<file path="src/rtl/sum_collector_pkg.sv">
// Shared widths and defaults for the sum collector block.
package sum_collector_pkg;
  localparam int SUM_W         = 4;
  localparam int DEFAULT_DEPTH = 4;
  localparam int DEFAULT_ACC_W = 8;
endpackage

</file>
<file path="src/rtl/sum_collector_fifo.sv">
// Circular buffer of sum words: pointers, occupancy and reset-free storage.
module sum_collector_fifo
  import sum_collector_pkg::*;
#(
  parameter int DEPTH = DEFAULT_DEPTH
) (
  input  logic                       clk,
  input  logic                       rstx,
  input  logic                       push,
  input  logic                       pop,
  input  logic [SUM_W-1:0]           wr_data,
  output logic [SUM_W-1:0]           rd_data,
  output logic [$clog2(DEPTH):0]     count,
  output logic                       full
);
  localparam int PW = $clog2(DEPTH);
  localparam int CW = PW + 1;

  logic [SUM_W-1:0] mem [DEPTH];
  logic [PW-1:0]    wr_ptr;
  logic [PW-1:0]    rd_ptr;

  always_ff @(posedge clk) begin
    if (!rstx) begin
      wr_ptr <= '0;
      rd_ptr <= '0;
      count  <= '0;
    end else begin
      if (push)
        wr_ptr <= (wr_ptr == PW'(DEPTH - 1)) ? '0 : wr_ptr + PW'(1);
      if (pop)
        rd_ptr <= (rd_ptr == PW'(DEPTH - 1)) ? '0 : rd_ptr + PW'(1);
      case ({push, pop})
        2'b10:   count <= count + CW'(1);
        2'b01:   count <= count - CW'(1);
        default: count <= count;
      endcase
    end
  end

  // Storage carries no reset; stale entries are never visible past the pointers.
  always_ff @(posedge clk) begin
    if (push)
      mem[wr_ptr] <= wr_data;
  end

  assign rd_data = mem[rd_ptr];
  assign full    = (count == CW'(DEPTH));
endmodule

</file>
<file path="src/rtl/sum_collector.sv">
// Buffers upstream sums in a FIFO while keeping a saturating running total
// and a sticky flag for inputs dropped on a full buffer.
module sum_collector
  import sum_collector_pkg::*;
#(
  parameter int DEPTH = DEFAULT_DEPTH,
  parameter int ACC_W = DEFAULT_ACC_W
) (
  input  logic                   clk,
  input  logic                   rstx,
  input  logic [SUM_W-1:0]       in_sum,
  input  logic                   in_en,
  output logic [SUM_W-1:0]       out_data,
  output logic                   out_valid,
  input  logic                   out_ready,
  output logic [$clog2(DEPTH):0] count,
  output logic [ACC_W-1:0]       acc,
  output logic                   overflow
);
  logic             push;
  logic             pop;
  logic             full;
  logic [SUM_W-1:0] rd_data;
  logic [ACC_W:0]   acc_sum;

  sum_collector_fifo #(.DEPTH(DEPTH)) u_fifo (
    .clk     (clk),
    .rstx    (rstx),
    .push    (push),
    .pop     (pop),
    .wr_data (in_sum),
    .rd_data (rd_data),
    .count   (count),
    .full    (full)
  );

  assign out_valid = (count != '0);
  assign out_data  = out_valid ? rd_data : '0;
  assign pop       = out_valid && out_ready;
  // A pop in the same cycle frees the slot, so a full buffer still accepts.
  assign push      = in_en && (!full || pop);

  assign acc_sum   = {1'b0, acc} + (ACC_W + 1)'(in_sum);

  always_ff @(posedge clk) begin
    if (!rstx) begin
      acc      <= '0;
      overflow <= 1'b0;
    end else begin
      if (push)
        acc <= acc_sum[ACC_W] ? '1 : acc_sum[ACC_W-1:0];
      if (in_en && !push)
        overflow <= 1'b1;
    end
  end
endmodule

</file>
<file path="config.mk">
export PLATFORM = sky130hd
export DESIGN_NAME = sum_collector
export DESIGN_NICKNAME = d
export VERILOG_FILES = /design/src/rtl/sum_collector_pkg.sv /design/src/rtl/sum_collector_fifo.sv /design/src/rtl/sum_collector.sv
export SDC_FILE = /design/constraint.sdc
export NUM_CORES = 1
export LEC_CHECK = 0
export ABC_AREA = 1
export CORE_ASPECT_RATIO = 1.25
export CORE_MARGIN = 2
export CORE_UTILIZATION = 57
export CTS_CLUSTER_SIZE = 25
export DETAILED_ROUTE_END_ITERATION = 16
export MAX_ROUTING_LAYER = met4
export PLACE_DENSITY = 0.8
export RECOVER_POWER = 50
export REMOVE_ABC_BUFFERS = 1
export SLEW_MARGIN = 10
export SYNTH_ARGS = -nofsm -noshare
export SYNTH_HDL_FRONTEND = slang
export SYNTH_SLANG_ARGS = --single-unit
</file>
<file path="constraint.sdc">
create_clock -name clk -period 3.6 [get_ports clk]
set_clock_uncertainty 0.1 [all_clocks]
set_input_delay 0.54 -clock clk [delete_from_list [all_inputs] [get_ports clk]]
set_output_delay 0.54 -clock clk [all_outputs]
set_load 0.005 [all_outputs]
</file>
=== Yosys cells after proc, flatten, opt, wreduce, memory -nomap -nowiden ===
Memory sizes are Yosys's and may differ from the RTL's. A register that Yosys moved wholly into a read port is not among the register bits.
Cells that the tools add are included.

* Bits in registers: 16
* Memory bits (writable): 16
* Input port bits: 8
* Output and inout port bits: 17
* Word-level logic and storage cells: 33
* Memories kept: 1

* $add $sub $neg: 5
* Equality and inequality tests: 5
* Muxes and demuxes: 9
* Reductions and logical operators: 8

{| class="wikitable"
|+ Memories
! memory !! words !! width !! rd ports !! clocked after Yosys merged registers in !! write ports !! RTL line !! text
|-
| u_fifo.mem || 4 || 4 || 1 || 1 || 1 || sum_collector_fifo.sv:19 || <nowiki>logic [SUM_W-1:0] mem [DEPTH];</nowiki>
|}

{| class="wikitable"
|+ Operators by type and width
! kind !! number
|-
| 8-bit by 4-bit adder with 9-bit output || 1
|-
| 2-bit two-way mux || 4
|-
| 8-bit two-way mux || 1
|-
| 2-bit equality test, second input constant || 3
|-
| 3-bit case mux with 2 select lines || 1
|-
| 2-bit by 1-bit adder with 2-bit output, second input constant || 2
|-
| 4-bit two-way mux || 1
|-
| 3-bit by 1-bit adder with 3-bit output, second input constant || 1
|-
| 3-bit equality test, second input constant || 1
|-
| 1-bit logical AND || 3
|-
| 3-bit nonzero test || 1
|-
| 3-bit by 1-bit subtractor with 3-bit output, second input constant || 1
|-
| 2-bit by 1-bit equality test with 1-bit output, second input constant || 1
|-
| 1-bit zero test || 2
|-
| 1-bit two-way mux || 2
|-
| 2-bit nonzero test || 1
|-
| 1-bit logical OR || 1
|}

=== Depth between registers and ports, before layout ===
* Word-level depth: 6
* Gate-level depth with buffers: 11
* Gate-level depth less buffers: 11

=== By module ===
Synthesis repeated with hierarchy kept, for this count alone.

* Cell total of the unflattened synthesis: 199
* Area, all modules: 1,732.9 sq um

{| class="wikitable"
|+ By module, submodules not included
! module !! instances !! cells each !! area an instance (sq um) !! seq. area each (sq um)
|-
| sum_collector_fifo || 1 || 97 || 1,053.5 || 660.6
|-
| sum_collector || 1 || 102 || 679.4 || 180.2
|}

=== Worst setup path before layout ===
Ideal clock, no wire load.

* Kind: input to register
* From: input port in_sum[0]
* To: register acc[2]
* Library setup time: 108 ps
* Arrival: 1,618 ps
* Required time: 3,392 ps
* Path slack: 1,773 ps
* Stages: 7
* Buffers on the path: 0
* Cells stage by stage: ha_1 > fa_1 > inv_1 > o21ai_2 > a21oi_1 > a21o_1 > inv_1

* Cells in the longest elaborated chain, start to end: 2

{| class="wikitable"
|+ RTL lines
! element !! RTL line !! text
|-
| from (decl) || sum_collector.sv:11 || <nowiki>input logic [SUM_W-1:0] in_sum,</nowiki>
|-
| 8-bit by 4-bit adder with 9-bit output || sum_collector.sv:43 || <nowiki>assign acc_sum = {1'b0, acc} + (ACC_W + 1)'(in_sum);</nowiki>
|-
| 8-bit two-way mux || sum_collector.sv:51 || <nowiki>acc <= acc_sum[ACC_W] ? '1 : acc_sum[ACC_W-1:0];</nowiki>
|-
| to (signal assigned) || sum_collector.sv:51 ||
|-
| to (decl) || sum_collector.sv:17 || <nowiki>output logic [ACC_W-1:0] acc,</nowiki>
|}

No other way between the ends.
A chain may end at the register's enable or synchronous reset.

=== Worst setup path after layout ===
* From: input port out_ready
* To: register acc[5]

* Cells in the longest elaborated chain, start to end: 3

{| class="wikitable"
|+ RTL lines
! element !! RTL line !! text
|-
| from (decl) || sum_collector.sv:15 || <nowiki>input logic out_ready,</nowiki>
|-
| 1-bit logical AND || sum_collector.sv:39 || <nowiki>assign pop = out_valid && out_ready;</nowiki>
|-
| 1-bit logical OR || sum_collector.sv:41 || <nowiki>assign push = in_en && (!full || pop);</nowiki>
|-
| 1-bit logical AND || sum_collector.sv:41 ||
|}

No other way between the ends.

==> results by group <==
Placed design
  • RePlAce Congestion: a little over 0.8
  • Port-buffer cells: 24
  • Placed Cells: between 200 and 300
  • Area after DPL: 0.001966 mm^2
  • HPWL Detailed: between 2000 and 2500 um
  • Pre-CTS setup slack: 1.143 ns

GRT
  • Total grt overflow: 0
  • Largest net degree at the start of global routing: 17
  • GRT Overall Usage: 22.33%
  • Vias in the first global route: 1348
  • Number of antenna violations at the first check in global routing: 0
  • First-pass GRT wire length: approximately 5500 um

Die
  • Die H: 65.09 um
  • IO Pins: 25
  • Initial Utilization: 58.87%
  • Core area: around 0.0029 mm^2
  • Rows: 22
  • Die Footprint: 0.003441 mm^2
  • Die Wd: about 53 um

STA
  • Unrepaired setup endpoints after global routing: false
  • Final Max Slew Viols: 0
  • Period utilisation layout: between 70% and 80%
  • Fmax: 384.0 MHz
  • Setup_tns: 0 ns
  • Minimum clock period after layout: between 2 and 3 ns
  • Final worst setup slack: 0.9956 ns
  • Max-slew headroom: approximately 63%
  • Worst-margin pin slew: 0.5570 ns
  • Final setup fails: 0
  • Hold Fails Final Rpt: 0

Cells and area
  • Layout Cell Area excl Fill: 0.002004 mm^2
  • Post-layout util: 69.35%
  • Ant. Diodes: 0
  • Register area: approximately 840 um^2
  • Fillers: around 240
  • Multi-input logic area: 706.9 um^2
  • Share of cells above drive strength 1: 9.375%
  • Syn-to-layout area delta: 17.79%
  • Finished Layout Cells: 260
  • # nets final: 242

Yosys
  • Post-synth top area cell: edfxtp_1
  • Post-synthesis average cell area: roughly 8.7 um^2
  • Post-synth EDFFs: 16
  • Netlist cell types: 28
  • Sequential element share of the synthesized area: 49.41%
  • Netlist Area Pre-Place: roughly 0.0017 mm^2
  • Most common library cells after synthesis: 37 x nor2_1, 26 x inv_1, 21 x nand2_1
  • Yosys warnings: 0
  • Count leader, synth: nor2_1
  • Synthesized flop and latch total: 34
  • Synth top area cells: edfxtp_1 28%, dfxtp_1 21%, nor2_1 8.2%
  • Synth Flop Type: dfxtp_1
  • Synth top area share: 28.24%
  • Post-synth ARST share: 0%
  • Synthesized instance count: between 150 and 200

Worst hold path
  • Min-Delay Path Class: reg2reg

Route
  • Antenna Nets Post-Route: 0
  • Avg WL per Cell: 12.13 um
  • Post-Route WL: 3155 um
  • DRT iter0 DRCs: 45
  • Total number of vias: 1332
  • Via/cell ratio: 5.123
  • DR DRC count: 0
  • DR pass1 iterations: 5

CTS
  • H-tree depth: 2
  • Root buffer cell: clkbuf_4
  • CTS sink cnt: 34
  • Cts hold-fix bufs: 0
  • Worst-path clk slew: 0.10 ns
  • PostCTS Resize Cnt: 0
  • Post-CTS Setup Bufs: 0
  • Worst-Skew Late Latency: 0.34 ns
  • Clk buf depth: 2
  • CTS Buf Count: 5
  • CTS tree: built

Worst setup path
  • Worst setup EP type: flip-flop
  • CP required: 3.74 ns
  • CP peak stage delay: 0.59 ns
  • Crit Path Category: in2reg
  • Critical Path, Cell by Cell: dlygate4sd3_1 -> nor2_1 -> nand2_2 -> nand2_1 -> clkinvlp_2 -> nand3_2 -> nand2_1 -> nor2_1 -> nor2_1
  • Crit-path slowest cell: dlygate4sd3_1
  • Cell mode on critical path: nor2_1
  • Startpoint Class: primary input
  • CP arrival: 2.74 ns
  • Max FO, Critical Path: 16

Outcome
  • Status: finished clean

Job
  • Max Cap Violations: 0

Pwr
  • Leakage: ~0.87 nW
  • Peak VDD IR: 301.6 uV
  • Pwr dens: around 470 mW/mm^2
[flip-flops by register name, indices dropped and copies added, names as in the netlist, named ones only]
signal / count
u_fifo.count: 3
u_fifo.wr_ptr: 2
u_fifo.mem: 16
overflow: 1
acc: 8
u_fifo.rd_ptr: 2
[cell type report]
class	instances	area share, %
Clock inverter	2	0.4370
Timing Repair Buffer	24	11.99
Tap cell	36	2.247
Clock buffer	6	2.060
Inverter	32	6.055
Multi-Input combinational cell	126	35.27
Sequential cell	34	41.95
[cell usage in the layout, fill, tap and decap left out]
cell type | synthesis | layout
nand2_2 | 3 | 3
clkbuf_1 | 0 | 1
nand4_1 | 1 | 1
clkinv_2 | 0 | 1
inv_2 | 5 | 4
clkinvlp_2 | 0 | 1
a31oi_1 | 2 | 2
o211a_1 | 1 | 1
nor2_2 | 3 | 2
nand3_2 | 1 | 1
inv_1 | 26 | 27
a21o_1 | 1 | 1
nor2_1 | 37 | 38
nor2_4 | 1 | 1
ha_1 | 9 | 9
o21ai_2 | 1 | 1
clkinv_1 | 0 | 1
nand2_1 | 21 | 22
xor2_1 | 1 | 1
clkbuf_4 | 0 | 5
a211oi_2 | 1 | 1
o21ai_0 | 9 | 9
xnor2_1 | 1 | 1
dlygate4sd3_1 | 0 | 7
o21ai_1 | 8 | 8
fa_1 | 2 | 2
edfxtp_1 | 16 | 16
clkdlybuf4s50_1 | 0 | 17
dfxtp_1 | 18 | 18
nand2_4 | 2 | 1
nand3_1 | 8 | 8
a21oi_1 | 13 | 13
[layer usage]
metal / up-vias / track usage [%] / routed length, um / part of all wire [%]
met2: 39 / 38.91 / 1738 / 55
met3: 4 / 5.760 / 139 / 4.4
met5: - / - / 0 / 0
met1: 604 / 23.32 / 1247 / 40
met4: 0 / 9.295 / 29 / 0.92
li1: 685 / - / - / -
[metrics by stage]
stage	total power [mW]	hold WS, ns
4_1_cts	0.9409	0.3835
3_3_place_gp	0.7406	0.3446
5_1_grt	0.9917	0.4183
3_5_place_dp	0.7539	0.3678
6_report	0.9321	0.3743
2_1_floorplan	0.6346	0.3466
[worst max-delay path, delay by kind of cell]
| family | cells | cell delay, ns |
|---|---|---|
| AND/OR/NAND/NOR | 7 | 1.10 |
| buffers and inverters | 2 | 1.09 |
[report_power, final]
group	leakage, nW	switching (mW)	internal [mW]	total (mW)
sequential	0.295	0.0315	0.441	0.472
clock	0.0297	0.119	0.0732	0.193
combinational	0.545	0.141	0.126	0.267
total	0.869	0.292	0.640	0.932
[logic make-up (layout without fill, tap and decap cells)]
| kind of cell | after synthesis | after routing | share of synthesized area [%] |
|---|---|---|---|
| simple gates | 77 | 77 | 20.29 |
| compound gates | 36 | 36 | 11.84 |
| buf+inv | 35 | 64 | 8.456 |
| flops | 34 | 34 | 49.41 |
| fa+ha+maj | 11 | 11 | 8.971 |
| xor+xnor | 2 | 2 | 1.030 |
[final timing paths]
check	startpoint	endpoint	slack [ns]	cells after the start
setup / recovery	out_ready	acc[5]	1.0	9
hold / removal	overflow	overflow	0.37	2
setup reg to reg	u_fifo.count[2]	acc[5]	1.42	9
hold reg to reg	overflow	overflow	0.37	2
No activity file was read; power rests on OpenSTA's default activity.
